<file path="src/rtl/simmem_bank_timing.sv">
// -----------------------------------------------------------------------------
// simmem_bank_timing
//   Multi-bank DRAM row-buffer timing model for the simmem delay path. Each bank
//   holds at most one request and remembers its open row. An accepted request
//   costs RowHitCost (row hit), ActivationCost+RowHitCost (bank closed) or
//   PrechargeCost+ActivationCost+RowHitCost (row miss). The bank counts that
//   cost down, then offers the request's iid on the response port. A
//   round-robin arbiter picks among the finished banks.
//
// Configuration macro:
//   SIMMEM_BANK_CLOSE_PAGE_EN  defined   -> close-page policy. The row is closed
//                                           on the response handshake, so every
//                                           access is a closed-bank access and
//                                           rsp_row_hit_o is always 0.
//                              undefined -> open-page policy. The row stays open
//                                           after the access.
//
// Ports:
//   clk_i          clock
//   rst_i          asynchronous active-high reset
//   req_valid_i    request valid
//   req_ready_o    target bank is idle; the request is accepted on valid & ready
//   req_addr_i     byte address, decoded as row | bank | column
//   req_iid_i      internal id of the request
//   rsp_valid_o    a completion is offered
//   rsp_ready_i    the completion is consumed on valid & ready
//   rsp_iid_o      iid of the offered completion (0 when none)
//   rsp_row_hit_o  the offered completion was a row hit (0 when none)
//   bank_busy_o    per-bank occupancy (counting or waiting to respond)
// -----------------------------------------------------------------------------
module simmem_bank_timing #(
   parameter int NumBanks          = 4,
   parameter int AddrWidth         = 16,
   parameter int RowBufferLenWidth = 8,
   parameter int IidWidth          = 5,
   parameter int RowHitCost        = 4,
   parameter int PrechargeCost     = 2,
   parameter int ActivationCost    = 1,
   parameter int DelayWidth        = 6
) (
   input  logic                clk_i,
   input  logic                rst_i,
   input  logic                req_valid_i,
   output logic                req_ready_o,
   input  logic [AddrWidth-1:0] req_addr_i,
   input  logic [IidWidth-1:0]  req_iid_i,
   output logic                rsp_valid_o,
   input  logic                rsp_ready_i,
   output logic [IidWidth-1:0]  rsp_iid_o,
   output logic                rsp_row_hit_o,
   output logic [NumBanks-1:0]  bank_busy_o
);

   localparam int BankW = $clog2(NumBanks);
   localparam int RowW  = AddrWidth - RowBufferLenWidth - BankW;

   localparam logic [1:0] StIdle  = 2'd0;
   localparam logic [1:0] StCount = 2'd1;
   localparam logic [1:0] StDone  = 2'd2;

   localparam logic [DelayWidth-1:0] CostHit    = DelayWidth'(RowHitCost);
   localparam logic [DelayWidth-1:0] CostClosed = DelayWidth'(ActivationCost + RowHitCost);
   localparam logic [DelayWidth-1:0] CostMiss   = DelayWidth'(PrechargeCost + ActivationCost + RowHitCost);

   if (PrechargeCost + ActivationCost + RowHitCost >= 2**DelayWidth) begin : g_bad_delay_width
      $error("simmem_bank_timing: worst-case cost does not fit in DelayWidth");
   end
   if (RowHitCost < 3) begin : g_bad_row_hit_cost
      $error("simmem_bank_timing: RowHitCost must be >= 3");
   end
   if (NumBanks < 2 || (NumBanks & (NumBanks - 1)) != 0) begin : g_bad_num_banks
      $error("simmem_bank_timing: NumBanks must be a power of two >= 2");
   end

   // Address decode.
   logic [BankW-1:0] req_bank;
   logic [RowW-1:0]  req_row;
   logic             unused_col_bits;

   assign req_bank        = req_addr_i[RowBufferLenWidth +: BankW];
   assign req_row         = req_addr_i[AddrWidth-1 -: RowW];
   assign unused_col_bits = ^req_addr_i[RowBufferLenWidth-1:0];

   // Per-bank state.
   logic [1:0]            state_q    [NumBanks];
   logic [DelayWidth-1:0] count_q    [NumBanks];
   logic [RowW-1:0]       open_row_q [NumBanks];
   logic [IidWidth-1:0]   iid_q      [NumBanks];
   logic [NumBanks-1:0]   row_valid_q;
   logic [NumBanks-1:0]   hit_q;

   // Response arbitration state.
   logic [BankW-1:0] rr_ptr_q;
   logic             hold_q;
   logic [BankW-1:0] hold_idx_q;

   logic                  req_fire;
   logic                  req_hit;
   logic [DelayWidth-1:0] req_cost;
   logic                  any_done;
   logic [BankW-1:0]      rr_pick;
   logic [BankW-1:0]      rsp_sel;
   logic                  rsp_fire;

   // Readiness looks only at registered bank state, never at rsp_ready_i.
   assign req_ready_o = (state_q[req_bank] == StIdle);
   assign req_fire    = req_valid_i & req_ready_o;

`ifdef SIMMEM_BANK_CLOSE_PAGE_EN
   assign req_hit = 1'b0;
`else
   assign req_hit = row_valid_q[req_bank] && (open_row_q[req_bank] == req_row);
`endif

   assign req_cost = req_hit                ? CostHit  :
                     row_valid_q[req_bank]  ? CostMiss : CostClosed;

   // Round-robin search from rr_ptr_q; the bank index wraps naturally because
   // NumBanks is a power of two.
   always_comb begin
      // NOTE: every variable written in always_comb gets a default first, so no
      // path leaves it unassigned and no latch is inferred.
      any_done = 1'b0;
      rr_pick  = rr_ptr_q;
      for (int i = 0; i < NumBanks; i++) begin
         if (!any_done && state_q[rr_ptr_q + BankW'(i)] == StDone) begin
            any_done = 1'b1;
            rr_pick  = rr_ptr_q + BankW'(i);
         end
      end
   end

   // A completion offered but not yet taken stays selected, even if a bank
   // earlier in round-robin order finishes in the meantime.
   assign rsp_sel       = hold_q ? hold_idx_q : rr_pick;
   assign rsp_valid_o   = any_done;
   assign rsp_fire      = rsp_valid_o & rsp_ready_i;
   assign rsp_iid_o     = rsp_valid_o ? iid_q[rsp_sel] : '0;
   assign rsp_row_hit_o = rsp_valid_o & hit_q[rsp_sel];

   always_comb begin
      bank_busy_o = '0;
      for (int b = 0; b < NumBanks; b++) begin
         bank_busy_o[b] = (state_q[b] != StIdle);
      end
   end

   // Control state: bank FSMs, open-row validity and the arbiter.
   always_ff @(posedge clk_i or posedge rst_i) begin
      if (rst_i) begin
         for (int b = 0; b < NumBanks; b++) begin
            state_q[b] <= StIdle;
         end
         row_valid_q <= '0;
         rr_ptr_q    <= '0;
         hold_q      <= 1'b0;
         hold_idx_q  <= '0;
      end else begin
         // NOTE: sequential state uses non-blocking assignments so every bank
         // sees the pre-edge values of all the others.
         for (int b = 0; b < NumBanks; b++) begin
            case (state_q[b])
               StIdle:  if (req_fire && req_bank == BankW'(b)) state_q[b] <= StCount;
               // Leaving on 1 (not 0) puts the bank in DONE exactly cost
               // cycles after the accept, since the load value is cost-1.
               StCount: if (count_q[b] == DelayWidth'(1)) state_q[b] <= StDone;
               StDone:  if (rsp_fire && rsp_sel == BankW'(b)) state_q[b] <= StIdle;
               default: state_q[b] <= StIdle;
            endcase

            if (req_fire && req_bank == BankW'(b)) begin
               row_valid_q[b] <= 1'b1;
`ifdef SIMMEM_BANK_CLOSE_PAGE_EN
            end else if (rsp_fire && rsp_sel == BankW'(b)) begin
               row_valid_q[b] <= 1'b0;
`endif
            end
         end

         if (rsp_fire) begin
            rr_ptr_q <= rsp_sel + BankW'(1);
         end
         hold_q     <= rsp_valid_o & ~rsp_ready_i;
         hold_idx_q <= rsp_sel;
      end
   end

   // Per-bank payload and counter.
   // NOTE: these registers are deliberately not reset; they are only read while
   // the bank FSM (which is reset) says they hold a live request or open row.
   always_ff @(posedge clk_i) begin
      for (int b = 0; b < NumBanks; b++) begin
         if (req_fire && req_bank == BankW'(b)) begin
            count_q[b]    <= req_cost - DelayWidth'(1);
            open_row_q[b] <= req_row;
            iid_q[b]      <= req_iid_i;
            hit_q[b]      <= req_hit;
         end else if (state_q[b] == StCount) begin
            count_q[b] <= count_q[b] - DelayWidth'(1);
         end
      end
   end

endmodule

</file>
<file path="config.mk">
export PLATFORM = sky130hd
export DESIGN_NAME = simmem_bank_timing
export DESIGN_NICKNAME = d
export VERILOG_FILES = /design/src/rtl/simmem_bank_timing.sv
export SDC_FILE = /design/constraint.sdc
export NUM_CORES = 1
export LEC_CHECK = 0
export ABC_CLOCK_PERIOD_IN_PS = 2700
export CELL_PAD_IN_SITES_DETAIL_PLACEMENT = 0
export CELL_PAD_IN_SITES_GLOBAL_PLACEMENT = 1
export CORE_AREA = 5 5 139 75
export DETAILED_ROUTE_END_ITERATION = 16
export DIE_AREA = 0 0 144 80
export PLACE_DENSITY_LB_ADDON = 0.1
export REMOVE_ABC_BUFFERS = 1
export SETUP_SLACK_MARGIN = 0.3
export SLEW_MARGIN = 20
export SYNTH_ARGS = -nofsm -noshare
export SYNTH_HDL_FRONTEND = slang
export SYNTH_SLANG_ARGS = --single-unit
</file>
<file path="constraint.sdc">
create_clock -name clk_i -period 2.7 [get_ports clk_i]
set_input_delay 0.405 -clock clk_i [delete_from_list [all_inputs] [get_ports clk_i]]
set_output_delay 0.405 -clock clk_i [all_outputs]
set_load 0.02 [all_outputs]
</file>
* Word-level counts from Yosys, hierarchy flattened
Memories as Yosys holds them, arrays and structs flattened.
Index checks and enable logic that the tools add are counted.
** Word-level totals
- Bits in registers :: 21
- Memories :: 3
- Bits in writable memories :: 68
- Output and inout bits :: 12
- Word-level logic and storage cells :: 207
** Memories
- count_q :: depth 4, bits a word 6, read ports 4, clocked after Yosys merged registers in 0, wr ports 4, RTL line 86 : logic [DelayWidth-1:0] count_q [NumBanks];
- open_row_q :: depth 4, bits a word 6, read ports 1, clocked after Yosys merged registers in 0, wr ports 1, RTL line 87 : logic [RowW-1:0] open_row_q [NumBanks];
- iid_q :: depth 4, bits a word 5, read ports 1, clocked after Yosys merged registers in 0, wr ports 1, RTL line 88 : logic [IidWidth-1:0] iid_q [NumBanks];
** Operators by class
- Bitwise gates (word level) :: 14
- Add/sub/neg operators :: 9
- Reduce and logical (&&, ||, !) cells :: 36
- Order comparisons :: 7
- Multiplexer cells :: 88
- Equality and inequality tests :: 35
** Operator list (number)
- $mux 2 :: 34
- $mux 6 :: 7
- $mux 1 :: 32
- $eq 2x2->1 const B :: 12
- $eq 6x1->1 const B :: 4
- $ne 2x2->1 const B :: 12
- $pmux 2 s3 :: 4
- $sub 6x1->6 const B :: 4
- $bmux 2 s2 :: 5
- $mux 5 :: 4
- $reduce_or 6->1 :: 3
- $ge 3x3->1 const B :: 5
- $not 2->3 :: 5
- $reduce_or 5->1 :: 3
- $logic_not 2->1 :: 7
- $eq 2x1->1 const B :: 6
- $logic_and 1x1->1 :: 12
- $reduce_and 3->1 :: 4
- $reduce_bool 2->1 :: 4
- $eq 6x6->1 :: 1
- $lt 2x3->1 const B :: 2
- $add 2x1->2 const B :: 2
- $add 2x2->2 const B :: 2
- $and 1x1->1 :: 4
- 5 further kinds :: 11

* Longest topological paths before layout
Gate-level depths: netlist of the first run.
- Word-level depth :: 20
- Gate-level depth with buffers :: 12

* Worst setup path after synthesis of the first run
OpenSTA, ideal clock, no wires.
- Path type :: register -> output
- Start point :: register state_q[4] (netlist bit)
- End point :: output port rsp_iid_o[0]
- Data arrival time :: 2.141 ns
- Stages on the path, launching flop included :: 8
- Required time :: 2.295 ns
- Path slack :: 0.154 ns
- Path buffers :: 1
- Cells stage by stage :: dfrtp_1 > nand2b_1 > clkbuf_1 > nand2_1 > a21oi_1 > o41ai_1 > nand2_1 > o22ai_1
** Between the ends
- Cells in the longest elaborated chain, start to end :: 17
- Elaborated cells on any way between the ends :: 32
** RTL lines
- start: declaration :: RTL line 85 : logic [1:0] state_q [NumBanks];
- start signal: indexed assignment :: RTL line 152 : state_q[b] <= StIdle;
- start signal: indexed assignment :: RTL line 163 : StIdle: if (req_fire && req_bank == BankW'(b)) state_q[b] <= StCount;
- start signal: indexed assignment :: RTL line 166 : StCount: if (count_q[b] == DelayWidth'(1)) state_q[b] <= StDone;
- $bmux 2 s2 :: RTL line 126 : if (!any_done && state_q[rr_ptr_q + BankW'(i)] == StDone) begin
- $mux 2 (implied by the code) (2 in series) :: RTL line 126
- $eq 2x2->1 :: RTL line 126
- $mux 1 :: RTL line 126
- $logic_not 1->1 :: RTL line 126
- $logic_and 1x1->1 :: RTL line 126
- $mux 1 :: RTL line 126
- $logic_not 1->1 :: RTL line 126
- $logic_and 1x1->1 :: RTL line 126
- $mux 1 :: RTL line 126
- $logic_not 1->1 :: RTL line 126
- $logic_and 1x1->1 :: RTL line 126
- $mux 2 (*) :: RTL line 126
- $mux 2 (*) :: RTL line 135 : assign rsp_sel = hold_q ? hold_idx_q : rr_pick;
- net rsp_sel[0] :: RTL line 102 : logic [BankW-1:0] rsp_sel;
- $mem_v2 4x5 (*)
- $mux 5 (*) :: RTL line 138 : assign rsp_iid_o = rsp_valid_o ? iid_q[rsp_sel] : '0;
- end: declaration :: RTL line 49 : output logic [IidWidth-1:0] rsp_iid_o,
The timed path passes the listed nets; every way through them passes the cells marked *. The select of a mux whose other input is x is not followed.

* Worst setup path after layout of the first run
- Start point :: register state_q[6] (netlist bit)
- End point :: output port rsp_iid_o[3]
** Between the ends
- Cells in the longest elaborated chain, start to end :: 17
- Elaborated cells on any way between the ends :: 32
** RTL lines (RTL line)
- $bmux 2 s2 :: 126
- $mux 2 (implied by the code) (2 in series) :: 126
- $eq 2x2->1 :: 126
- $mux 1 :: 126
- $logic_not 1->1 :: 126
- $logic_and 1x1->1 :: 126
- $mux 1 :: 126
- $logic_not 1->1 :: 126
- $logic_and 1x1->1 :: 126
- $mux 1 :: 126
- $logic_not 1->1 :: 126
- $logic_and 1x1->1 :: 126
- $mux 2 :: 126
- $mux 2 :: 135
- $mem_v2 4x5
- $mux 5 (*) :: 138
Every way passes the cells marked *; elsewhere a longest branch is shown, timed or not. The select of a mux whose other input is x is not followed.

==> results.toml, run 1 <==
[status]
run_status = "complete, but fails checks"
failed_checks = "setup timing"

[yosys]
postSynthAreaPerCell_um2 = 13.3
warnings_from_yosys = 0
yosys.area.top_type_share = 0.520
yosys-top-cells-area = "edfxtp_1, dfrtp_1, mux4_1"
yosys_most_used_dff = "edfxtp_1"
number_of_distinct_library_cells_after_synthesis = 37
async_flop_share = 0.191
yosysTopAreaCell = "edfxtp_1"
synth-seq-cells = 89
yosys.cell_count.top_type = "edfxtp_1"
postSynthCellCount = 313
synthesis.area_mm2 = 0.00416
yosys-top-cells-count = "edfxtp_1, nand2_1, nor2_1"
synth_seq_area_share = 0.623
synth_edf_count = 72

[critical_path]
critical_path.n_buffers_inverters = 2
worstSetupEndpointType = "output pin"
critical_path.max_fanout = 4
cp_data_required_time_ns = 2.30
critical-path-max-stage-delay_ns = 0.50
startpoint_types = "flip-flop"
critical_path.cell_chain = "nand2b_4 > mux4_2 > a32o_2 > buf_6 > mux2i_1 > o22ai_1 > buf_4"
critical_path_s_top_delay_family = "multiplexers"
critical_path_arrival_ns = 2.35
critical_path_class = "flip-flop to output pin"
slowest_stage = "mux4_2"

[sta]
slew_viol_final = 0
worst_clock_skew_on_the_final_layout_ns = 0.00422
finalWorstPathRequiredPeriod_ns = 2.75
max_freq_mhz = 363
fin_worst_hold_slack_ns = 0.458
slew_headroom = 0.519
finalHoldViolCount = 0
max_slew.worst_pin.slew_ns = 0.721
grt_setup_unrepaired = "true"
fin_setup_tns_ns = -0.120
setup-violations-final = 5
final_min_period_over_clock_period = 1.02
fin_ws_ns = -0.0539

[cells_and_area]
syn2layout_area_growth_pct = 23.1
final_core_utilization = 0.562
finish.instance_area_mm2 = 0.00512
instances_no_fill = 507
drive_above_1_share = 0.192
n_antenna_cell = 0
final_stage_net_count = 418

[drt]
initialDrtViolationCount = 149
detailedRoute.firstPassIterationCount = 4
drc = 0
postRouteWirelength_um = 8350
ant_nets = 0
route.detailed.wl_per_inst_um = 16.5
routed_via_density = 5.04
vias = 2556

[placed_design]
dpl_wire_length_um = 6050
preCtsSetupSlack_ns = -0.285
port-buffer-count = 28
routabilityCongestion = 0.769
placement.cell_area_mm2 = 0.00480
dp.cells = 487

[floorplanning]
ios = 37
dieHeight_um = 80
coreArea_mm2 = 0.00910
num_rows = 25
floorplan.die.width_um = 144
initial_utilization = 0.457
fp.dieArea_mm2 = 0.0115

[clock_network]
cts_num_sinks = 89
numCtsBuffers = 9
tritoncts = "built"
clk_transition_reported_paths_ns = 0.06
htree_num_levels = 3
clockRootBuffer = "clkbuf_16"
worst_skew_pair.late_latency_ns = 0.34
clock_tree.buffer_depth = 2

[global_route]
globalRoute.totalOverflow = 0
grt_usage = 0.160
grt_max_degree = 18
grt_pass1_wl_um = 13500
first_global_vias = 2499
antenna_found_initial = 0

[power_and_ir_drop]
peakVddDrop_mv = 0.518
power.density_cell_area_mw_per_mm2 = 958
final_power_mw = 4.90
power.static_leakage_nw = 2.06

[flow_run]
max_cap_violations = 0

[hold_path]
min_path_type = "flip-flop to flip-flop"
[worst paths after layout]
path / startpoint / end / slack [ns] / cells past startpoint
hold reg to reg: row_valid_q[0] / row_valid_q[0] / 0.46 / 1
hold / removal: row_valid_q[0] / row_valid_q[0] / 0.46 / 1
min in group asynchronous: rst_i / state_q[7] / 0.48 / 2
setup reg to reg: state_q[6] / rr_ptr_q[1] / 0.36 / 8
max in group asynchronous: rst_i / state_q[1] / 1.76 / 2
setup / recovery: state_q[6] / rsp_iid_o[3] / -0.05 / 7
[final cells by class]
class | count | area (um^2)
clock inverters | 4 | 31.3
flip-flops and latches | 89 | 2590
multi-input cells | 194 | 1450
well taps | 121 | 151
inverters | 20 | 75.1
clock buffers | 12 | 236
fillers | 744 | 3990
repair buffers | 67 | 589
[state kept, by name, summed over array words and instances, names as in the netlist]
name	cells
open_row_q	24
count_q	24
row_valid_q	4
rr_ptr_q	2
iid_q	20
hit_q	4
hold_q	1
state_q	8
hold_idx_q	2
[metal layers]
metal	wire, um	track usage
met1	4520	0.251
met2	3330	0.204
met3	383	0.0497
met4	114	0.0536
met5	0	0
[cells in the final DEF, fill, tap and decap left out, drive strengths merged, types with 3 or more instances in the layout]
cell           netlist  final
clkbuf               3     12
dfrtp               17     17
clkinvlp             0      3
a21oi                4      4
nand2b              13     13
xor2                13     13
nand2               32     32
mux4                 9      9
o21a                 5      5
buf                  7     45
mux2i               12     12
inv                 20     20
o21ai               17     17
nand3                6      6
nor3                 5      5
clkdlybuf4s50        0     18
ha                  12     12
xnor2                9      9
edfxtp              72     72
o22ai                6      6
nor2                29     29
and3                 4      4
[timing repair]
item,4_1_cts,5_1_grt
gates cloned,1,0
hold buffers,0,0
gates resized for setup,46,5
setup endpoints to repair,20,8
setup buffers,2,1
pin swaps,2,2
[cells by family (layout without fill, tap and decap cells)]
logic type	Yosys count	in the layout	share of synthesized area
adders and majority gates	12	12	0.0361
buffers and inverters	30	103	0.0370
DFF	89	89	0.623
muxes	22	22	0.0867
AOI/OAI and AO/OA	38	38	0.0554
xor gates and xnor gates	22	22	0.0464
and+or+nand+nor	100	100	0.116
[power by group]
group	switching, mW	internal (mW)
registers	0.206	1.93
logic	0.899	0.736
clock network	0.507	0.626
total	1.61	3.29
(Power assumes the default switching activity.)
==> run 2, diff against run 1 <==
PLACE_DENSITY = 0.76   (was not set)
PLACE_DENSITY_LB_ADDON = not set   (was 0.1)
==> run 2 against run 1 <==
Net effect: the flow still finishes with violations (setup timing); routed wire length increased by 0.75%; fmax grew 0.97%; non-clock buffer count decreased by 2; die area is the same; first-iteration DRC count up 33%; sequential share of layout area down 1.7 points; cell count shrank 0.39%; hold slack improved by 0.00098 ns; critical path depth unchanged; via count increased by 2.0%; design area increased by 3.5%; largest power group unchanged; highest routed layer unchanged.
==> results.toml, run 2 (same netlist as run 1, synthesis figures left out) <==
[flow_run]
max_cap_violations = 0

[critical_path]
startpoint_types = "flip-flop"
critical_path_s_top_delay_family = "multiplexers"
critical-path-max-stage-delay_ns = 0.44
critical_path_arrival_ns = 2.32
critical_path.n_buffers_inverters = 2
slowest_stage = "mux4_2"
worstSetupEndpointType = "output pin"
critical_path.cell_chain = "nand2b_4 > mux4_2 > a32o_2 > clkbuf_16 > mux2i_1 > o22ai_1 > buf_4"
critical_path_class = "flip-flop to output pin"
cp_data_required_time_ns = 2.30
critical_path.max_fanout = 6

[sta]
slew_headroom = 0.500
max_freq_mhz = 367
final_min_period_over_clock_period = 1.01
max_slew.worst_pin.slew_ns = 0.748
worst_clock_skew_on_the_final_layout_ns = 0.00924
finalHoldViolCount = 0
fin_ws_ns = -0.0276
grt_setup_unrepaired = "true"
finalWorstPathRequiredPeriod_ns = 2.73
setup-violations-final = 4
slew_viol_final = 0

[clock_network]
cts_num_sinks = 89
tritoncts = "built"
clock_tree.buffer_depth = 2
clk_transition_reported_paths_ns = 0.07
worst_skew_pair.late_latency_ns = 0.34
htree_num_levels = 3
holdBufCountCts = 0
clockRootBuffer = "clkbuf_16"
numCtsBuffers = 9

[cells_and_area]
n_fill_cell = 700
top_regs = "count_q: 24 flops, open_row_q: 24 flops, iid_q: 20 flops"
seq_area_mm2 = 0.00259
syn2layout_area_growth_pct = 27.4
final_stage_net_count = 416
mostFrequentLayoutCells = "edfxtp_1, buf_4, nand2_1"
drive_above_1_share = 0.219
finish.instance_area_mm2 = 0.00530
area_used_by_multi_input_combinational_logic_mm2 = 0.00152
n_antenna_cell = 0
leading_cell_type_in_the_layout_fill_and_taps_excluded = "edfxtp_1"

[floorplanning]
ios = 37
dieHeight_um = 80
num_rows = 25
floorplan.die.width_um = 144
fp.dieArea_mm2 = 0.0115
coreArea_mm2 = 0.00910
initial_utilization = 0.457

[global_route]
grt_pass1_wl_um = 13600
first_global_vias = 2516
grt_max_degree = 18
antenna_found_initial = 0
globalRoute.totalOverflow = 0
grt_usage = 0.160

[placed_design]
routabilityCongestion = 0.790
placement.cell_area_mm2 = 0.00478
port-buffer-count = 28
preCtsSetupSlack_ns = -0.258
dpl_wire_length_um = 5880

[drt]
postRouteWirelength_um = 8410
drc = 0
vias = 2607
route.detailed.wl_per_inst_um = 16.7
ant_nets = 0
detailedRoute.firstPassIterationCount = 4
routed_via_density = 5.16
initialDrtViolationCount = 198

[power_and_ir_drop]
power.density_cell_area_mw_per_mm2 = 1010
peakVddDrop_mv = 0.426
power.static_leakage_nw = 2.13

[hold_path]
min_path_type = "flip-flop to flip-flop"

[status]
run_status = "complete, but fails checks"
failed_checks = "setup timing"
[run 2: cell types whose count changed in the layout (fill, tap and decap cells not counted), sizes merged]
cell           before  now
inv                20   22
bufinv              0    3
clkbuf             12   10
clkinvlp            3    1
clkdlybuf4s50      18   19
buf                45   42
clkdlybuf4s15       2    1
[run 2: through the flow]
| stage | setup TNS [ns] | util | cells | hold slack [ns] | power (mW) |
|---|---|---|---|---|---|
| finish | -0.0730 | 0.582 | 505 | 0.459 | 5.36 |
| global route | -0.630 | 0.582 | 505 | 0.472 | 5.69 |
| CTS | -0.171 | 0.573 | 503 | 0.462 | 5.31 |
| detailed placement | -2.77 | 0.525 | 483 | 0.449 | 3.74 |
| global placement | -2.76 | 0.525 | 483 | 0.446 | 3.71 |
| floorplan | 0 | - | 303 | 0.331 | 3.10 |
[run 2: final timing paths]
check,slack [ns],cells past startpoint,from,end
worst max-delay path,-0.03,7,state_q[0],rsp_iid_o[0]
worst min-delay path,0.46,1,row_valid_q[0],row_valid_q[0]
worst max register to register,0.19,10,state_q[0],rr_ptr_q[1]
worst min register to register,0.46,1,row_valid_q[0],row_valid_q[0]
max in group asynchronous,1.67,2,rst_i,state_q[1]
min in group asynchronous,0.50,2,rst_i,rr_ptr_q[1]
[run 2: report_power, final]
group          switching, mW  internal (mW)  total, mW
clock                  0.535          0.915       1.45
combinational          0.955          0.816       1.77
sequential             0.214           1.93       2.14
[run 2: cell type report]
class | instances | share of cell area
tap | 121 | 0.0286
multi-input combinational | 194 | 0.287
sequential | 89 | 0.489
inverter | 20 | 0.0151
clock buffer | 9 | 0.0425
timing repair buffer | 65 | 0.114
clock inverter | 7 | 0.0239
[run 2: metal layers]
layer / vias up / global-route usage / wire length [um]
met5: - / 0 / 0
met4: 0 / 0.0508 / 72
met3: 5 / 0.0521 / 599
met2: 72 / 0.218 / 3520
met1: 1271 / 0.240 / 4210
li1: 1259 / - / -
[run 2: timing repair]
action                                 CTS  global route
endpoints found under the hold margin    0             0
setup endpoints to repair               20             9
setup buffers                            3             2
resized for setup                       51            19
cloned                                   1             0
pin swaps                                6             8
